--- src/rtl/ysyx_25030093_exu_ctrl.sv ---
// ----------------------------------------------------------------------------
// ysyx_25030093_exu_ctrl
// Multi-cycle execute-stage sequencer. Accepts one decoded operation from the
// IDU, drives the ALU, sequences CSR read / ALU evaluate / CSR write-back for
// CSRRW and CSRRS, hands the result to the WBU and counts retired operations.
//
// Ports:
//   clk, reset_n (async, active low), flush (sync abort of in-flight op)
//   in_*         : IDU valid/ready request (op, operands, rd, CSR address)
//   alu_*        : ALU enable/opcode/operands out, rd and CSR results in
//   csr_*        : CSR file read strobe/address/data, write strobe/address/data
//   out_*        : WBU valid/ready response (rd, data, write enable, illegal)
//   busy         : not IDLE
//   retired      : count of completed WB handshakes (wraps)
// ----------------------------------------------------------------------------
module ysyx_25030093_exu_ctrl #(
    parameter int XLEN     = 32,
    parameter int CSR_AW   = 12,
    parameter int RETIRE_W = 32
) (
    input  logic                clk,
    input  logic                reset_n,
    input  logic                flush,
    input  logic                in_valid,
    output logic                in_ready,
    input  logic [1:0]          in_op,
    input  logic [XLEN-1:0]     in_src1,
    input  logic [XLEN-1:0]     in_src2,
    input  logic [4:0]          in_rd,
    input  logic [CSR_AW-1:0]   in_csr_addr,
    output logic                alu_run,
    output logic [1:0]          alu_single,
    output logic [XLEN-1:0]     alu_data1,
    output logic [XLEN-1:0]     alu_data2,
    output logic [XLEN-1:0]     alu_csr_data,
    input  logic [XLEN-1:0]     alu_rd_data,
    input  logic [XLEN-1:0]     alu_csr_wdata,
    output logic                csr_ren,
    output logic [CSR_AW-1:0]   csr_raddr,
    input  logic [XLEN-1:0]     csr_rdata,
    output logic                csr_wen,
    output logic [CSR_AW-1:0]   csr_waddr,
    output logic [XLEN-1:0]     csr_wdata,
    output logic                out_valid,
    input  logic                out_ready,
    output logic [4:0]          out_rd,
    output logic [XLEN-1:0]     out_rd_data,
    output logic                out_rd_wen,
    output logic                out_illegal,
    output logic                busy,
    output logic [RETIRE_W-1:0] retired
);

    localparam logic [1:0] OP_ADD   = 2'b00;
    localparam logic [1:0] OP_CSRRW = 2'b01;
    localparam logic [1:0] OP_CSRRS = 2'b10;
    localparam logic [1:0] OP_ILL   = 2'b11;

    typedef enum logic [2:0] {
        S_IDLE,
        S_CSR_RD,
        S_EXEC,
        S_CSR_WR,
        S_WB
    } state_e;

    state_e                state_q, state_d;
    logic [1:0]            op_q;
    logic [XLEN-1:0]       src1_q, src2_q;
    logic [4:0]            rdidx_q;
    logic [CSR_AW-1:0]     caddr_q;
    logic [XLEN-1:0]       rd_q, cw_q;
    logic [RETIRE_W-1:0]   retired_q;

    logic accept;
    logic wb_fire;
    logic is_csr_op;

    // in_ready is a pure function of state; flush only gates the acceptance.
    assign accept    = (state_q == S_IDLE) && in_valid && !flush;
    // flush outranks out_ready: the result is dropped, not retired.
    assign wb_fire   = (state_q == S_WB) && out_ready && !flush;
    assign is_csr_op = (op_q == OP_CSRRW) || (op_q == OP_CSRRS);

    // ---------------- state register ----------------
    always_ff @(posedge clk or negedge reset_n) begin
        if (!reset_n) state_q <= S_IDLE;
        else          state_q <= state_d;
    end

    // ---------------- next-state logic ----------------
    always_comb begin
        state_d = state_q;
        case (state_q)
            S_IDLE: begin
                if (accept) begin
                    case (in_op)
                        OP_ADD:  state_d = S_EXEC;
                        OP_ILL:  state_d = S_WB;
                        default: state_d = S_CSR_RD;
                    endcase
                end
            end
            S_CSR_RD: state_d = flush ? S_IDLE : S_EXEC;
            S_EXEC: begin
                if (flush)          state_d = S_IDLE;
                else if (is_csr_op) state_d = S_CSR_WR;
                else                state_d = S_WB;
            end
            // The write strobe is already out this cycle, so a flush here
            // lets it land and only skips the WB handshake.
            S_CSR_WR: state_d = flush ? S_IDLE : S_WB;
            S_WB: begin
                if (flush || out_ready) state_d = S_IDLE;
            end
            default: state_d = S_IDLE;
        endcase
    end

    // ---------------- datapath registers ----------------
    always_ff @(posedge clk or negedge reset_n) begin
        if (!reset_n) begin
            op_q      <= '0;
            src1_q    <= '0;
            src2_q    <= '0;
            rdidx_q   <= '0;
            caddr_q   <= '0;
            rd_q      <= '0;
            cw_q      <= '0;
            retired_q <= '0;
        end else begin
            if (accept) begin
                op_q    <= in_op;
                src1_q  <= in_src1;
                src2_q  <= in_src2;
                rdidx_q <= in_rd;
                caddr_q <= in_csr_addr;
            end
            if (state_q == S_EXEC && !flush) begin
                rd_q <= alu_rd_data;
                cw_q <= alu_csr_wdata;
            end
            if (wb_fire) retired_q <= retired_q + RETIRE_W'(1);
        end
    end

    // ---------------- Moore output decode ----------------
    always_comb begin
        in_ready     = 1'b0;
        alu_run      = 1'b0;
        alu_single   = 2'b00;
        alu_csr_data = '0;
        csr_ren      = 1'b0;
        csr_wen      = 1'b0;
        out_valid    = 1'b0;
        out_rd_wen   = 1'b0;
        out_illegal  = 1'b0;
        case (state_q)
            S_IDLE:   in_ready = 1'b1;
            S_CSR_RD: csr_ren  = 1'b1;
            S_EXEC: begin
                alu_run    = 1'b1;
                alu_single = op_q;
                // CSR read data returns the cycle after csr_ren, i.e. now.
                if (is_csr_op) alu_csr_data = csr_rdata;
            end
            S_CSR_WR: csr_wen = 1'b1;
            S_WB: begin
                out_valid   = 1'b1;
                out_illegal = (op_q == OP_ILL);
                out_rd_wen  = (rdidx_q != 5'd0) && (op_q != OP_ILL);
            end
            default: ;
        endcase
    end

    assign alu_data1   = src1_q;
    assign alu_data2   = src2_q;
    assign csr_raddr   = caddr_q;
    assign csr_waddr   = caddr_q;
    assign csr_wdata   = cw_q;
    assign out_rd      = rdidx_q;
    assign out_rd_data = rd_q;
    assign busy        = (state_q != S_IDLE);
    assign retired     = retired_q;

endmodule

--- config.mk ---
export PLATFORM = sky130hd
export DESIGN_NAME = ysyx_25030093_exu_ctrl
export DESIGN_NICKNAME = d
export VERILOG_FILES = /design/src/rtl/ysyx_25030093_exu_ctrl.sv
export SDC_FILE = /design/constraint.sdc
export NUM_CORES = 1
export LEC_CHECK = 0
export CORE_MARGIN = 10
export CORE_UTILIZATION = 39
export CTS_BUF_LIST = sky130_fd_sc_hd__clkbuf_4 sky130_fd_sc_hd__clkbuf_8 sky130_fd_sc_hd__clkbuf_16
export CTS_CLUSTER_SIZE = 8
export DETAILED_ROUTE_END_ITERATION = 8
export PLACE_DENSITY = 0.81
export SLEW_MARGIN = 30
export SYNTH_ARGS = -nofsm -noshare
export SYNTH_HDL_FRONTEND = slang
export SYNTH_SLANG_ARGS = --single-unit
--- constraint.sdc ---
create_clock -name clk -period 2 [get_ports clk]
set_input_delay 0.4 -clock clk [delete_from_list [all_inputs] [get_ports clk]]
set_output_delay 0.4 -clock clk [all_outputs]
set_load 0.05 [all_outputs]
==> results of run 1 <==
cells in the final DEF, fill, tap and decap left out, drive strengths merged:
master and instances:
a2111oi 1, a211oi 3, a22o 1, a31oi 2, and2 2, and2b 1, and3 37, and4 2
buf 174, bufinv 2, clkbuf 23, clkdlybuf4s50 182, clkinv 2, clkinvlp 2, dfrtp 182, dlygate4sd2 106
dlygate4sd3 1, dlymetal6s2s 13, ha 4, inv 16, mux2 148, nand2 18, nand2b 1, nand3 8
nand3b 1, nand4 12, nand4bb 1, nor2 20, nor2b 1, nor3 9, nor3b 1, nor4 4
o22ai 1, or3b 1, or4 1, xnor2 17, xor2 14
cells by family (layout without fill, tap and decap cells):
kind of cell / after synthesis / count (layout) / synth area share [%]
AO/OA/AOI/OAI: 8 / 8 / 0.774
AND/OR/NAND/NOR: 120 / 120 / 9.60
XOR/XNOR: 31 / 31 / 3.57
buffers and inverters: 46 / 521 / 3.56
adder cells (fa/ha/maj): 4 / 4 / 0.658
multiplexers: 148 / 148 / 21.9
flip-flops: 182 / 182 / 59.9
worst max-delay path: cells and delay by family, from the launching register on:
kind | cells | cell delay [ns]
buf+inv | 2 | 0.29
simple gates | 1 | 0.42
flops | 1 | 0.40
compound gates | 1 | 0.21
state kept, by name, indices dropped and copies added (netlist names):
register / flops
alu_data1: 32
alu_data2: 32
csr_raddr: 12
csr_wdata: 32
op_q: 2
out_rd: 5
out_rd_data: 32
retired: 32
state_q: 3
per-layer routing:
layer	vias up	global-route usage (%)
met3	38	7.83
met2	239	37.3
met4	0	6.32
met1	3118	23.7
li1	2812	-
met5	-	0
where the power goes:
part / internal [uW] / total (uW) / switching (uW)
Combinational: 4370 / 12800 / 8420
Sequential: 5140 / 5940 / 808
Clock: 1920 / 3460 / 1540
timing repair:
item / in CTS / in global routing
cloned: 2 / 6
setup buffers: 8 / 12
hold buffers: 1 / 0
endpoints found under the setup margin: 146 / 57
hold endpoints to repair: 53 / 0
resized for setup: 148 / 43
pin swaps: 8 / 18
area by class of cell:
cell class / count / area (um2)
clock inverter: 13 / 158
tap: 265 / 332
inverter: 9 / 41.3
clock buffer: 19 / 440
fill: 1383 / 5680
sequential: 182 / 4560
multi-input combinational: 311 / 3040
timing repair buffer: 480 / 5080
how the worst min path moves through the flow:
stage	from	end	slack (ns)
2_1_floorplan	reset_n	alu_data1[0]$_DFFE_PN0P_	0.10
3_5_place_dp	reset_n	csr_wdata[1]$_DFFE_PN0P_	0.42
3_3_place_gp	reset_n	out_rd_data[16]$_DFFE_PN0P_	0.43
5_1_grt	retired[31]$_DFFE_PN0P_	retired[31]$_DFFE_PN0P_	0.48
4_1_cts	retired[31]$_DFFE_PN0P_	retired[31]$_DFFE_PN0P_	0.47
6_report	retired[31]$_DFFE_PN0P_	retired[31]$_DFFE_PN0P_	0.46
metrics by stage:
step | TNS, ns | setup WS (ns) | hold WS (ns) | instances | util, %
after floorplan | -0.0642 | -0.0642 | 0.104 | 539 | -
after global placement | -7.05 | -0.165 | 0.431 | 1221 | 65.2
after detailed placement | -8.56 | -0.220 | 0.421 | 1221 | 65.2
after CTS | -6.73 | -0.211 | 0.466 | 1264 | 69.0
after global routing | -7.42 | -0.218 | 0.482 | 1279 | 70.6
final | -4.12 | -0.141 | 0.459 | 1279 | 70.6
==> flow_metrics.env, run 1 <==
export IMPL_outcome="complete, but fails checks"
export IMPL_synth_sequential_area_ratio_pct=59.9
export IMPL_die_x_um=160
export IMPL_dr_wl_met3_mm=2.23
export IMPL_chipHeight_um=160
export IMPL_final_period_utilization_pct=107
export IMPL_maxCapViolCount=0
export IMPL_detailroute_wirelength_met2_mm=15.0
export IMPL_timing_rr_end="retired[28]$_DFFE_PN0P_"
export IMPL_syn_std_cell_area_um2=7600
export IMPL_remaining_global_route_overflow=0
export IMPL_gp_routability_congestion=0.866
export IMPL_synth_edff_count=0
export IMPL_finalHoldViolations=0
export IMPL_setup_violations_final=38
export IMPL_worst_min_delay_path_category="flop to flop"
export IMPL_drtAntennaViolNets=0
export IMPL_grt_pass1_wl_mm=41.8
export IMPL_worst_path_max_fanout=3
export IMPL_crit_path_cell_trace="buf_6 > or3b_4 > a211oi_4 > buf_12"
export IMPL_rsz0062_at_grt="true"
export IMPL_rr_worst_depth=8
export IMPL_flops_latches_synth=182
export IMPL_min_period_ns=2.14
export IMPL_portion_of_synthesized_cell_area_occupied_by_the_leading_cell_type_pct=59.9
export IMPL_routedLengthMet1_mm=10.8
export IMPL_yosys_cell_types_count=35
export IMPL_crit_slowest_cell="or3b_4"
export IMPL_worst_setup_path_startpoint="state_q[0]$_DFFE_PN0P_"
export IMPL_grt_util_all_layers_pct=21.3
export IMPL_top_layer="met4"
export IMPL_totalPowerFinal_uw=22200
export IMPL_first_global_vias=6742
export IMPL_starting_density_of_the_core_pct=39.3
export IMPL_buffer_ports_inserted=414
export IMPL_cts_tree="done"
export IMPL_worstSetupEndpoint="out_rd_wen"
export IMPL_reg2reg_from="state_q[0]$_DFFE_PN0P_"
export IMPL_netlist_top_cells_area="dfrtp_1 (60%), mux2_2 (22%), and3_1 (3.0%), xnor2_1 (2.0%), buf_4 (1.9%)"
export IMPL_cts_max_path_buffers=2
export IMPL_fin_area_um2=13700
export IMPL_netlist_instances=539
export IMPL_clock_insertion_delay_worst_skew_ns=0.42
export IMPL_cp_end_kind="output port"
export IMPL_place_hpwl_mm=22.0
export IMPL_drive_gt1_share_pct=41.7
export IMPL_io_pins=415
export IMPL_slew_viol_final=0
export IMPL_worst_slack_ns=-0.141
export IMPL_critical_path_arrival_ns=1.74
export IMPL_detail_route_drc_violations=0
export IMPL_floorplan_die_area_um2=25500
export IMPL_synth_commonest_cells="dfrtp_1 (182), mux2_2 (148), and3_1 (37), nor2_1 (20), buf_4 (19)"
export IMPL_cts_made_buffers=17
export IMPL_worst_vdd_ir_mv=1.15
export IMPL_cts_root_buffer="clkbuf_16"
export IMPL_growth_of_design_area_from_synthesis_to_finish_pct=79.6
export IMPL_cts_num_sinks=182
export IMPL_finalClockSkew_ns=0.0175
export IMPL_startpoint_type="flop"
export IMPL_grt_antenna_before_repair=0
export IMPL_yosysWarnings=0
export IMPL_power_density_nw_per_um2=1630
export IMPL_fmaxAchievable_mhz=467
export IMPL_total_leakage_power_uw=0.00624
export IMPL_setup_reg_to_reg_worst_slack_ns=0.06
export IMPL_cts_htree_levels=4
export IMPL_row_count=51
export IMPL_wire_per_inst_um=22.4
export IMPL_syn_num_nets=727
export IMPL_synth_area_per_cell_um2=14.1
export IMPL_grt_max_degree=59
export IMPL_slowest_cell_delay_on_critical_path_ns=0.42
export IMPL_relative_slew_slack_pct=60.9
export IMPL_drtIter0Drc=235
export IMPL_postSynth_asyncResetShare_pct=100
export IMPL_drt_wl_total_mm=28.7
export IMPL_worst_slew_pin_slew_ns=0.587
export IMPL_postSynth_topFlopCell="dfrtp_1"
export IMPL_antenna_cells=0
export IMPL_drt_pass1_iter_count=4
export IMPL_failing_checks="setup timing"
export IMPL_netlist_top_cell_by_area="dfrtp_1"
export IMPL_clk_pin_slew_ns=0.07
export IMPL_postPlaceCellArea_um2=12600
export IMPL_nets=1189
export IMPL_count_leader_synth="dfrtp_1"
export IMPL_fp_coreArea_um2=19300
export IMPL_hold_depth=1
export IMPL_critPathKind="flop to output port"
export IMPL_detail_route_vias_per_cell=4.85
export IMPL_routed_via_count=6207
export IMPL_required_ns=1.60
No activity file was read; power rests on OpenSTA's default activity.
==> inputs of run 2 (changes only) <==
--- a/config.mk
+++ b/config.mk
@@ -5,12 +5,13 @@
 export SDC_FILE = /design/constraint.sdc
 export NUM_CORES = 1
 export LEC_CHECK = 0
-export CORE_MARGIN = 10
-export CORE_UTILIZATION = 39
+export CORE_AREA = 2 2 161 163
 export CTS_BUF_LIST = sky130_fd_sc_hd__clkbuf_4 sky130_fd_sc_hd__clkbuf_8 sky130_fd_sc_hd__clkbuf_16
 export CTS_CLUSTER_SIZE = 8
 export DETAILED_ROUTE_END_ITERATION = 8
-export PLACE_DENSITY = 0.81
+export DIE_AREA = 0 0 163 165
+export PLACE_DENSITY = 0.65
+export SKIP_LAST_GASP = 1
 export SLEW_MARGIN = 30
 export SYNTH_ARGS = -nofsm -noshare
 export SYNTH_HDL_FRONTEND = slang
==> run 2 against run 1 <==
The flow still finishes with violations (setup timing). Maximum frequency down 1.1%. Critical path depth increased by 2. Core utilization fell by 16 points. Setup slack worse by 0.025 ns. Die area grew 5.6%. Via count is 3.2% lower. Largest power group unchanged.
==> flow_metrics.env, run 2 (synthesis results as in run 1) <==
export IMPL_outcome="complete, but fails checks"
export IMPL_failing_checks="setup timing"
export IMPL_mostFrequentLayoutCell="clkdlybuf4s50_1"
export IMPL_rr_worst_depth=8
export IMPL_remaining_global_route_overflow=0
export IMPL_final_period_utilization_pct=108
export IMPL_critPathKind="flop to output port"
export IMPL_cpLargestDelayFamily="buffers and inverters"
export IMPL_rsz0062_at_grt="true"
export IMPL_timing_rr_end="retired[28]$_DFFE_PN0P_"
export IMPL_clk_pin_slew_ns=0.08
export IMPL_globalRoute_busiestLayer="met2"
export IMPL_drive_gt1_share_pct=38.7
export IMPL_worstSetupEndpoint="alu_csr_data[28]"
export IMPL_reg2reg_from="state_q[1]$_DFFE_PN0P_"
export IMPL_slowest_cell_delay_on_critical_path_ns=0.42
export IMPL_grt_util_met1_pct=21.2
export IMPL_clock_insertion_delay_worst_skew_ns=0.43
export IMPL_wire_per_inst_um=18.5
export IMPL_grt_met3_usage_pct=5.35
export IMPL_total_leakage_power_uw=0.00636
export IMPL_growth_of_design_area_from_synthesis_to_finish_pct=80.4
export IMPL_routed_via_count=6011
export IMPL_starting_density_of_the_core_pct=30.4
export IMPL_fin_area_um2=13700
export IMPL_cts_made_buffers=17
export IMPL_cts_tree="done"
export IMPL_chipHeight_um=165
export IMPL_startpoint_type="flop"
export IMPL_grt_util_all_layers_pct=17.4
export IMPL_drt_wl_total_mm=24.9
export IMPL_worst_vdd_ir_mv=1.05
export IMPL_grt_pass1_wl_mm=35.7
export IMPL_detail_route_drc_violations=0
export IMPL_floorplan_die_area_um2=26900
export IMPL_path_depth=6
export IMPL_power_density_nw_per_um2=1610
export IMPL_cts_htree_levels=4
export IMPL_drtIter0Drc=285
export IMPL_met2_usage_pct=30.1
export IMPL_relative_slew_slack_pct=63.9
export IMPL_cts_max_path_buffers=2
export IMPL_gp_routability_congestion=0.774
export IMPL_die_x_um=163
export IMPL_fp_coreArea_um2=25000
export IMPL_critical_path_arrival_ns=1.77
export IMPL_cp_end_kind="output port"
export IMPL_first_global_vias=6123
export IMPL_crit_slowest_cell="dfrtp_1"
export IMPL_worst_path_buf_inv=4
export IMPL_row_count=58
export IMPL_place_hpwl_mm=18.5
export IMPL_antenna_cells=0
export IMPL_worst_setup_path_startpoint="state_q[0]$_DFFE_PN0P_"
export IMPL_drt_pass1_iter_count=4
export IMPL_cts_num_sinks=182
export IMPL_required_ns=1.60
export IMPL_io_pins=415
export IMPL_slew_viol_final=0
export IMPL_maxCapViolCount=0
export IMPL_final_cell_mix="clkdlybuf4s50_1 (183), dfrtp_1 (175), mux2_2 (148)"
export IMPL_detail_route_vias_per_cell=4.47
export IMPL_postPlaceCellArea_um2=12700
export IMPL_worst_slack_ns=-0.166
export IMPL_timing_critical_path_mode_cell="buf_12"
export IMPL_buffer_ports_inserted=414
export IMPL_final_core_util_pct=54.8
export IMPL_setup_reg_to_reg_worst_slack_ns=0.02
export IMPL_worst_min_delay_path_category="input port to asynchronous set/reset pin"
export IMPL_grt_max_degree=55
export IMPL_worst_path_max_fanout=18
export IMPL_cts_root_buffer="clkbuf_16"
export IMPL_grt_antenna_before_repair=0
export IMPL_nets=1189
export IMPL_setup_violations_final=37
export IMPL_crit_path_cell_trace="buf_6 > nor2_4 > buf_12 > clkbuf_16 > and3_2 > buf_12"
export IMPL_worst_slew_pin_slew_ns=0.544
export IMPL_finalClockSkew_ns=0.00764
export IMPL_hold_slack_ns=0.395
export IMPL_min_period_ns=2.17
export IMPL_finalHoldViolations=0
export IMPL_fmaxAchievable_mhz=462
export IMPL_drtAntennaViolNets=0
==> run 2: cell count changes in the layout (fill, tap and decap cells not counted), moves of 3 or more <==
cell            before  now
inv_8                3    6
buf_4              106   82
clkinv_8             0    3
and3_4              34   18
and3_2               0   15
dlymetal6s2s_1      13   21
buf_6               11    7
dlygate4sd2_1      106  127
==> run 2: cell type report <==
class | count | area, um2
inverters | 9 | 38.8
fillers | 2167 | 11300
repair buffers | 480 | 5110
well taps | 330 | 413
flip-flops and latches | 182 | 4560
multi-input cells | 311 | 2970
clock inverters | 15 | 183
clock buffers | 17 | 425
==> run 2: worst min path at each step <==
stage | from | end | slack [ns] | cells after the start
2_1_floorplan | reset_n | alu_data1[0]$_DFFE_PN0P_ | 0.10 | 0
3_3_place_gp | reset_n | alu_data2[28]$_DFFE_PN0P_ | 0.28 | 1
3_5_place_dp | reset_n | alu_data2[28]$_DFFE_PN0P_ | 0.29 | 1
4_1_cts | reset_n | csr_raddr[6]$_DFFE_PN0P_ | 0.38 | 2
5_1_grt | reset_n | csr_raddr[5]$_DFFE_PN0P_ | 0.39 | 2
6_report | reset_n | csr_raddr[7]$_DFFE_PN0P_ | 0.39 | 2
==> run 2: per-layer routing <==
metal / routed length, um / vias up
met5: 0 / -
met1: 9880 / 2959
li1: - / 2810
met3: 1740 / 22
met4: 308 / 0
met2: 13000 / 220
==> run 2: power by group <==
| group | leakage [uW] | total (uW) | internal (uW) | switching [uW] |
|---|---|---|---|---|
| clock | 0.000302 | 3470 | 1810 | 1660 |
| sequential | 0.00221 | 5920 | 5130 | 788 |
| combinational | 0.00385 | 12600 | 4390 | 8220 |
| total | 0.00636 | 22000 | 11300 | 10700 |
==> run 2: through the flow <==
stage	setup slack, ns	std cells	total power, uW	setup TNS, ns
floorplan	-0.0642	539	13900	-0.0642
global placement	-0.169	1284	18600	-10.24
detailed placement	-0.174	1284	18700	-12.51
CTS	-0.182	1320	21500	-5.42
global route	-0.236	1344	22900	-7.68
finish	-0.166	1344	22000	-4.70
==> run 2: timing repair <==
| action | 4_1_cts | 5_1_grt |
|---|---|---|
| pin swaps | 0 | 9 |
| cloned | 0 | 6 |
| resized for setup | 134 | 59 |
| setup buffers | 3 | 18 |
| hold endpoints to repair | 17 | 0 |
| hold buffers | 1 | 0 |
| endpoints found under the setup margin | 168 | 63 |
